File: config.mk
export PLATFORM = sky130hd
export DESIGN_NAME = port_host
export DESIGN_NICKNAME = d
export VERILOG_FILES = /design/src/rtl/port_host_pkg.sv /design/src/rtl/sync_fifo.sv /design/src/rtl/port_host.sv
export SDC_FILE = /design/constraint.sdc
export NUM_CORES = 1
export LEC_CHECK = 0
export ABC_AREA = 1
export ABC_CLOCK_PERIOD_IN_PS = 5400
export BUFFER_PORTS_ARGS = -buffer_cell sky130_fd_sc_hd__clkbuf_2
export CELL_PAD_IN_SITES_DETAIL_PLACEMENT = 1
export CELL_PAD_IN_SITES_GLOBAL_PLACEMENT = 1
export CORE_UTILIZATION = 35
export DETAILED_ROUTE_END_ITERATION = 7
export PLACE_DENSITY = 0.7
export SLEW_MARGIN = 30
export SYNTH_ARGS = -nofsm -noshare
export SYNTH_HDL_FRONTEND = slang
export SYNTH_SLANG_ARGS = --single-unit
File: constraint.sdc
create_clock -name clk -period 5.4 [get_ports clk]
set_clock_uncertainty 0.05 [all_clocks]
set_input_delay 0.27 -clock clk [delete_from_list [all_inputs] [get_ports clk]]
set_output_delay 0.27 -clock clk [all_outputs]
set_load 0.02 [all_outputs]
File: src/rtl/port_host_pkg.sv
// Shared definitions for the host-side I/O port driver: word width and TX FSM states.
package port_host_pkg;

   localparam int unsigned PORT_W = 16;

   typedef enum logic [1:0] {
      TX_IDLE  = 2'd0,
      TX_DRIVE = 2'd1,
      TX_GAP   = 2'd2
   } tx_state_e;

endpackage

File: src/rtl/sync_fifo.sv
// Synchronous first-word-fall-through FIFO with an extra count bit so that full and empty never alias.
module sync_fifo #(
   parameter int unsigned WIDTH = 16,
   parameter int unsigned DEPTH = 8
) (
   input  logic             clk,
   input  logic             reset,
   input  logic             push,
   input  logic [WIDTH-1:0] wdata,
   input  logic             pop,
   output logic [WIDTH-1:0] rdata,
   output logic             full,
   output logic             empty
);

   localparam int unsigned AW = $clog2(DEPTH);

   logic [AW-1:0]  wr_ptr_q, wr_ptr_d;
   logic [AW-1:0]  rd_ptr_q, rd_ptr_d;
   logic [AW:0]    count_q, count_d;
   logic [WIDTH-1:0] mem_q [DEPTH];
   logic           push_ok;
   logic           pop_ok;

   assign empty = (count_q == {(AW+1){1'b0}});
   assign full  = (count_q == (AW+1)'(DEPTH));
   assign rdata = empty ? {WIDTH{1'b0}} : mem_q[rd_ptr_q];

   // A push into a full FIFO is still accepted when the same edge pops an entry.
   always_comb begin
      pop_ok   = pop && !empty;
      push_ok  = push && (!full || pop_ok);
      wr_ptr_d = wr_ptr_q;
      rd_ptr_d = rd_ptr_q;
      count_d  = count_q;
      if (push_ok) begin
         wr_ptr_d = wr_ptr_q + AW'(1);
      end else begin
         wr_ptr_d = wr_ptr_q;
      end
      if (pop_ok) begin
         rd_ptr_d = rd_ptr_q + AW'(1);
      end else begin
         rd_ptr_d = rd_ptr_q;
      end
      case ({push_ok, pop_ok})
         2'b10:   count_d = count_q + (AW+1)'(1);
         2'b01:   count_d = count_q - (AW+1)'(1);
         default: count_d = count_q;
      endcase
   end

   always_ff @(posedge clk) begin
      if (reset) begin
         wr_ptr_q <= {AW{1'b0}};
         rd_ptr_q <= {AW{1'b0}};
         count_q  <= {(AW+1){1'b0}};
      end else begin
         wr_ptr_q <= wr_ptr_d;
         rd_ptr_q <= rd_ptr_d;
         count_q  <= count_d;
      end
   end

   always_ff @(posedge clk) begin
      if (push_ok) begin
         mem_q[wr_ptr_q] <= wdata;
      end
   end

endmodule

File: src/rtl/port_host.sv
// Host driver for the computer's 16-bit I/O port: strobes queued words into port_in and
// captures every change seen on port_out into a buffered stream.
module port_host
   import port_host_pkg::*;
#(
   parameter int unsigned DEPTH = 8,
   parameter int unsigned HOLD  = 2,
   parameter int unsigned GAP   = 1
) (
   input  logic              clk,
   input  logic              reset,
   input  logic              tx_valid,
   input  logic [PORT_W-1:0] tx_data,
   output logic              tx_ready,
   output logic [PORT_W-1:0] port_in,
   output logic              port_write,
   input  logic [PORT_W-1:0] port_out,
   output logic              rx_valid,
   output logic [PORT_W-1:0] rx_data,
   input  logic              rx_ready,
   output logic              rx_overflow,
   output logic              busy
);

   localparam int unsigned CNT_W = 16;

   tx_state_e         state_q, state_d;
   logic [CNT_W-1:0]  cnt_q, cnt_d;
   logic [PORT_W-1:0] port_in_q, port_in_d;
   logic              port_write_q, port_write_d;
   logic [PORT_W-1:0] prev_q, prev_d;
   logic              overflow_q, overflow_d;

   logic              tx_full, tx_empty, tx_push, tx_pop;
   logic [PORT_W-1:0] tx_rdata;
   logic              rx_full, rx_empty, rx_push, rx_pop;

   assign tx_push = tx_valid && !tx_full;
   assign tx_ready = !tx_full;

   sync_fifo #(.WIDTH(PORT_W), .DEPTH(DEPTH)) u_tx_fifo (
      .clk   (clk),
      .reset (reset),
      .push  (tx_push),
      .wdata (tx_data),
      .pop   (tx_pop),
      .rdata (tx_rdata),
      .full  (tx_full),
      .empty (tx_empty)
   );

   // TX FSM: one IDLE cycle, HOLD cycles of strobe, GAP cycles low.
   always_comb begin
      state_d      = state_q;
      cnt_d        = cnt_q;
      port_in_d    = port_in_q;
      port_write_d = 1'b0;
      tx_pop       = 1'b0;
      case (state_q)
         TX_IDLE: begin
            if (!tx_empty) begin
               tx_pop       = 1'b1;
               port_in_d    = tx_rdata;
               port_write_d = 1'b1;
               cnt_d        = CNT_W'(HOLD - 1);
               state_d      = TX_DRIVE;
            end else begin
               state_d = TX_IDLE;
            end
         end
         TX_DRIVE: begin
            if (cnt_q == {CNT_W{1'b0}}) begin
               cnt_d   = CNT_W'(GAP - 1);
               state_d = TX_GAP;
            end else begin
               cnt_d        = cnt_q - CNT_W'(1);
               port_write_d = 1'b1;
            end
         end
         TX_GAP: begin
            if (cnt_q == {CNT_W{1'b0}}) begin
               state_d = TX_IDLE;
            end else begin
               cnt_d = cnt_q - CNT_W'(1);
            end
         end
         default: begin
            state_d = TX_IDLE;
            cnt_d   = {CNT_W{1'b0}};
         end
      endcase
   end

   assign rx_pop  = !rx_empty && rx_ready;
   assign rx_push = (port_out != prev_q);

   sync_fifo #(.WIDTH(PORT_W), .DEPTH(DEPTH)) u_rx_fifo (
      .clk   (clk),
      .reset (reset),
      .push  (rx_push),
      .wdata (port_out),
      .pop   (rx_pop),
      .rdata (rx_data),
      .full  (rx_full),
      .empty (rx_empty)
   );

   // A change is lost only when the RX FIFO is full and nothing leaves it on the same edge.
   always_comb begin
      prev_d = port_out;
      if (rx_push && rx_full && !rx_pop) begin
         overflow_d = 1'b1;
      end else begin
         overflow_d = overflow_q;
      end
   end

   always_ff @(posedge clk) begin
      if (reset) begin
         state_q      <= TX_IDLE;
         cnt_q        <= {CNT_W{1'b0}};
         port_in_q    <= {PORT_W{1'b0}};
         port_write_q <= 1'b0;
         prev_q       <= {PORT_W{1'b0}};
         overflow_q   <= 1'b0;
      end else begin
         state_q      <= state_d;
         cnt_q        <= cnt_d;
         port_in_q    <= port_in_d;
         port_write_q <= port_write_d;
         prev_q       <= prev_d;
         overflow_q   <= overflow_d;
      end
   end

   assign port_in     = port_in_q;
   assign port_write  = port_write_q;
   assign rx_valid    = !rx_empty;
   assign rx_overflow = overflow_q;
   assign busy        = !tx_empty || (state_q != TX_IDLE);

endmodule

# Word-level counts from Yosys, hierarchy flattened
# Memory sizes are Yosys's and may differ from the RTL's. A register that Yosys moved wholly into a read port is not among the register bits.
# Index checks and enable logic that the tools add are counted.
dict set report word_totals {
  register_bits 56
  ramBits 256
  in_bits 36
  output_inout_bits 37
  elab_cells 83
  n_memories 2
}
# name depth word_bits read_ports rd_clocked_by_memory_dff write_ports line
set memory_table {}
lappend memory_table {u_rx_fifo.mem_q 8 16 1 1 1 sync_fifo.sv:21} ;# logic [WIDTH-1:0] mem_q [DEPTH];
lappend memory_table {u_tx_fifo.mem_q 8 16 1 1 1 sync_fifo.sv:21}
dict set report classes {
  add_sub_neg 9
  eq_ne 13
  n_mux 21
  n_bitwise 1
  n_reduce_logical 26
}
# op count
set op_table {}
lappend op_table {{2-to-1 mux 16 bit} 4}
lappend op_table {{one-hot mux 16 bit (3 select lines)} 1}
lappend op_table {{zero test 16 bit} 1}
lappend op_table {{inequality test 16 bit} 1}
lappend op_table {{one-hot mux 4 bit (2 select lines)} 2}
lappend op_table {{subtractor 16 x 1 -> 16 bit, second input constant} 1}
lappend op_table {{adder 3 x 1 -> 3 bit, second input constant} 4}
lappend op_table {{adder 4 x 1 -> 4 bit, second input constant} 2}
lappend op_table {{== test 4 bit, second input constant} 2}
lappend op_table {{logical AND 1 bit} 8}
lappend op_table {{zero test 4 bit} 2}
lappend op_table {{2-to-1 mux 1 bit} 8}
lappend op_table {{inequality test 2 bit, second input constant} 4}
lappend op_table {{subtractor 4 x 1 -> 4 bit, second input constant} 2}
lappend op_table {{== test 2 x 1 -> 1 bit, second input constant} 3}
lappend op_table {{== test 2 bit, second input constant} 3}
lappend op_table {{2-to-1 mux 3 bit} 2}
lappend op_table {{one-hot mux 2 bit (3 select lines)} 1}
lappend op_table {{AND reduction 2 bit} 3}
lappend op_table {{nonzero test 2 bit} 3}
lappend op_table {{zero test 1 bit} 5}
lappend op_table {{2-to-1 mux 2 bit} 2}
lappend op_table {{logical OR 1 bit} 3}
lappend op_table {{zero test 2 bit} 1}
lappend op_table {{2 further kinds} 2}

# Logic depth before layout (Yosys ltp)
dict set report logic_depth {
  ltp_word 8
  ltp_mapped 18
  mapped_depth_nobuf 18
}

# Cells and area by module
# From an unflattened synthesis, not the netlist that was laid out.
dict set report unflattened {
  cells_unflattened 1250
  area_unflattened_um2 13804.5
}
# mod instances cells_each area_each_um2 seq_area_each_um2
set modules_own_cells {}
lappend modules_own_cells {{sync_fifo (u_tx_fifo)} 1 458 5769.3 4103.9}
lappend modules_own_cells {{sync_fifo (u_rx_fifo)} 1 458 5720.5 4103.9}
lappend modules_own_cells {port_host 1 334 2314.7 1041.0}

# Worst setup path before layout
# OpenSTA, ideal clock, no wires.
dict set report synth_timing {
  path_kind {reg2reg}
  start {register state_q[1]}
  end {register u_tx_fifo.count_q[3]}
  setup_time_ns 0.119
  t_arrival_ns 2.063
  required_ns 5.231
  path_slack_ns 3.167
  path_stages_with_launch 15
  n_path_buf 1
  period_less_slack_ns 2.233
  cell_sequence {dfxtp_1 nor2_1 inv_1 a31oi_1 buf_2 ha_1 ha_1 nand2_1 nor2_1 a211oi_1 nor2_1 nor2_1 nand2_1 o21ai_0 a21oi_1}
}
dict set report synth_between {
  elab_chain_cells 7
  elab_cells_between_ends 9
  cone_classes {eq/ne: 2; mux: 2; reduce/logical: 5}
}
# element line
set synth_lines {}
lappend synth_lines {{from (decl)} port_host.sv:27} ;# tx_state_e state_q, state_d;
lappend synth_lines {{from (signal assigned)} port_host.sv:127} ;# state_q <= state_d;
lappend synth_lines {{zero test 2 bit *} port_host.sv:59} ;# case (state_q)
lappend synth_lines {{2-to-1 mux 1 bit *} port_host.sv:59}
lappend synth_lines {{net tx_pop} port_host.sv:34} ;# logic tx_full, tx_empty, tx_push, tx_pop;
lappend synth_lines {{logical AND 1 bit *} sync_fifo.sv:31} ;# pop_ok = pop && !empty;
lappend synth_lines {{logical OR 1 bit} sync_fifo.sv:32} ;# push_ok = push && (!full || pop_ok);
lappend synth_lines {{logical AND 1 bit} sync_fifo.sv:32}
lappend synth_lines {{== test 2 x 1 -> 1 bit or == test 2 bit (tied branches)} sync_fifo.sv:46} ;# case ({push_ok, pop_ok})
lappend synth_lines {{one-hot mux 4 bit (2 select lines) or nonzero test 2 bit (tied branches)} --}
lappend synth_lines {{to (signal assigned)} sync_fifo.sv:57} ;# count_q <= {(AW+1){1'b0}};
lappend synth_lines {{to (signal assigned)} sync_fifo.sv:61} ;# count_q <= count_d;
lappend synth_lines {{to (decl)} sync_fifo.sv:20} ;# logic [AW:0] count_q, count_d;
# The timed path passes the listed nets; every way through them passes the cells marked *.
# A chain may end at the register's enable or synchronous reset.

==> impl_metrics.yaml <==
status:
  status: "finished, final reports clean"
sta:
  slew_headroom_pct: 45.5
  report.final.hold_viol_count: 0
  min_period_ns: 3.72
  finalSetupViolCount: 0
  rsz0062_at_grt: "false"
  max_freq_mhz: 269
  fin_setup_tns_ns: 0
  worst_pin_slew_ns: 0.816
  worst_slack_ns: 1.68
  slew_violations: 0
  post-route-period-util_pct: 68.8
placement:
  dpl.hpwl_um: 19000
  post-place-ws_ns: 2.55
  placed_area_sq_um: 14300
  io_buffers: 72
  routabilityCongestion: 0.719
  dpl.cell_count: 1719
route:
  wl_per_cell_um: 17.9
  num_vias: 8974
  drt-vias-per-instance: 4.95
  drc: 0
  drt_iter0_drc: 365
  drt-pass1-iter-count: 4
  wirelength_um: 32500
  final_antenna_net_count: 0
setup_path:
  cp-end-kind: "output port"
  startpoint_type: "flop"
  crit_arrival_ns: 3.40
  cp.required_ns: 5.08
  path_class: "reg -> out"
  path_max_fanout: 65
global_route:
  grt_max_degree: 69
  grt_usage_pct: 17.0
  antenna_found_initial: 1
  grt-ovfl-total: 0
  grt_pass1_wl_um: 50700
  grt_pass1_vias: 9301
synthesis:
  ys_ff_latch: 331
  synth-seq-area-share_pct: 68.9
  netlist_area_sq_um: 13300
  avgSynthCellArea_sq_um: 11.4
  synth_cell_types: 39
  synth_nets: 1217
  synthCells: 1168
  yosysWarningCount: 0
layout:
  nNetsFinal: 1322
  drive_above_1_share_pct: 15.0
  layout.cells.non_filler: 1813
  fin_area_sq_um: 15700
  area_delta_synth_final_pct: 18.0
floorplanning:
  die_area_sq_um: 38900
  num_rows: 71
  die_w_um: 197
  core_sq_um: 37600
  initial_core_util_pct: 35.5
  die_height_um: 197
  io_pins: 73
clock_tree:
  post_cts_resized: 0
  cts.sink_count: 331
  cts_tree: "done"
  clk_pin_slew_ns: 0.06
  hold_buffers: 27
  cts_root_buffer: "clkbuf_16"
  clk_path_buf_depth: 3
  htree_levels: 2
  cts_setup_buffers: 0
  clock_latency_ns: 0.55
  cts_buffers: 36
power_and_ir_drop:
  p_per_area_nw_per_um2: 506
  peakVddDrop_mv: 0.393
  p_leak_nw: 5.69
  finalPower_mw: 7.96
hold_path:
  hold_path_class: "in -> reg"
job:
  max_cap_viol_count: 0
-- metal layers --
metal | wire [um] | track usage (%) | vias to the layer above | part of all wire [%]
li1 | - | - | 4329 | -
met1 | 14000 | 20.0 | 4485 | 43
met2 | 16900 | 31.5 | 127 | 52
met3 | 1040 | 2.78 | 33 | 3.2
met4 | 590 | 5.40 | 0 | 1.8
met5 | 0 | 0 | - | 0
-- registers in the layout, summed over array words and instances, names as in the netlist, named ones only --
register and cells:
cnt_q 16, port_in 16, port_write 1, prev_q 16
rx_overflow 1, state_q 2, u_rx_fifo.count_q 4, u_rx_fifo.mem_q 128
u_rx_fifo.rd_ptr_q 3, u_rx_fifo.wr_ptr_q 3, u_tx_fifo.count_q 4, u_tx_fifo.mem_q 128
u_tx_fifo.rd_ptr_q 3, u_tx_fifo.wr_ptr_q 3
-- synth_stat cells --
master      n  area share [%]
o32ai_1    16             1.1
buf_2      12            0.45
a21oi_1    49             1.8
o21a_1      1           0.056
nor2_4      2            0.17
o21ai_0   122             4.6
mux2i_1    16             1.2
nand2_1   112             3.2
nor3_2      3            0.23
nor3_1      1           0.038
xnor2_1     3            0.20
a211oi_2    1           0.094
a211oi_1    2            0.11
o211ai_1   16            0.90
inv_2      11            0.31
o22ai_1    16            0.75
buf_1       7            0.20
o21ai_1    11            0.41
nor2_1    237             6.7
buf_8       1            0.11
edfxtp_1  256              58
dfxtp_1    75              11
nand2_4     4            0.34
fa_1        2            0.30
a21oi_2     1           0.066
xor2_1      1           0.066
buf_4       3            0.17
a31o_2      1           0.066
nand2_2     5            0.23
nand3_1    10            0.38
nor2_2      8            0.38
a31oi_1    19            0.89
inv_1      73             2.1
o221ai_1   16             1.1
nand3_2     3            0.23
o21ai_2     1           0.066
nand4_1     6            0.28
clkbuf_1   34            0.96
ha_1       11             1.0
-- per-stage QoR --
step           util, %  hold WS, ns
4_1_cts           41.8      0.00200
3_5_place_dp      38.0        0.403
6_report          41.8       0.0339
2_1_floorplan        -        0.319
5_1_grt           41.8       0.0404
3_3_place_gp      38.0        0.398
-- final timing paths --
kind | startpoint | end | slack (ns) | cells after the start
setup / recovery | flop | rx_data[2] | 1.68 | 7
hold / removal | port_out[8] | u_rx_fifo.mem_q[0][8] | 0.03 | 1
setup reg to reg | u_tx_fifo.rd_ptr_q[0] | port_in[1] | 2.73 | 7
hold reg to reg | cnt_q[2] | cnt_q[2] | 0.42 | 1
-- cells by family after synthesis --
family / count (synthesis) / synth area share, %
muxes: 16 / 1.20
adders and majority gates: 13 / 1.33
buffers and inverters: 141 / 4.25
DFF: 331 / 68.9
and+or+nand+nor: 391 / 12.1
AOI/OAI and AO/OA: 272 / 11.9
xor gates and xnor gates: 4 / 0.263
-- worst max-delay path, cell delays in order, from the launching register on --
cell and delay, ns:
dfxtp_2 0.31, buf_4 0.54, clkinv_2 0.85, o21ai_0 0.48, o22ai_1 0.12, o21ai_0 0.25
a31oi_1 0.10, clkbuf_2 0.19
-- report_power, final --
part,internal (mW),leakage (nW),switching (mW)
clock network,1.42,0.567,1.01
logic,0.741,2.17,1.60
registers,3.01,2.96,0.170
-- layout by cell type, fill, tap and decap left out, drive strengths merged, types with 19 or more instances in the layout --
master,count
edfxtp,256
nor2,247
o21ai,134
nand2,121
clkbuf,121
inv,83
dfxtp,75
a21oi,50
dlygate4sd3,27
buf,25
a31oi,19
-- layout make-up --
| cell class | instances | area, sq um |
|---|---|---|
| Clock buffer | 49 | 970 |
| Multi-Input combinational cell | 696 | 3580 |
| Clock inverter | 17 | 201 |
| Sequential cell | 331 | 9200 |
| Timing Repair Buffer | 124 | 818 |
| Antenna cell | 1 | 2.50 |
| Tap cell | 511 | 639 |
| Inverter | 84 | 317 |
| Fill cell | 4013 | 21900 |
Note: power is estimated with default switching activity, not from simulation.
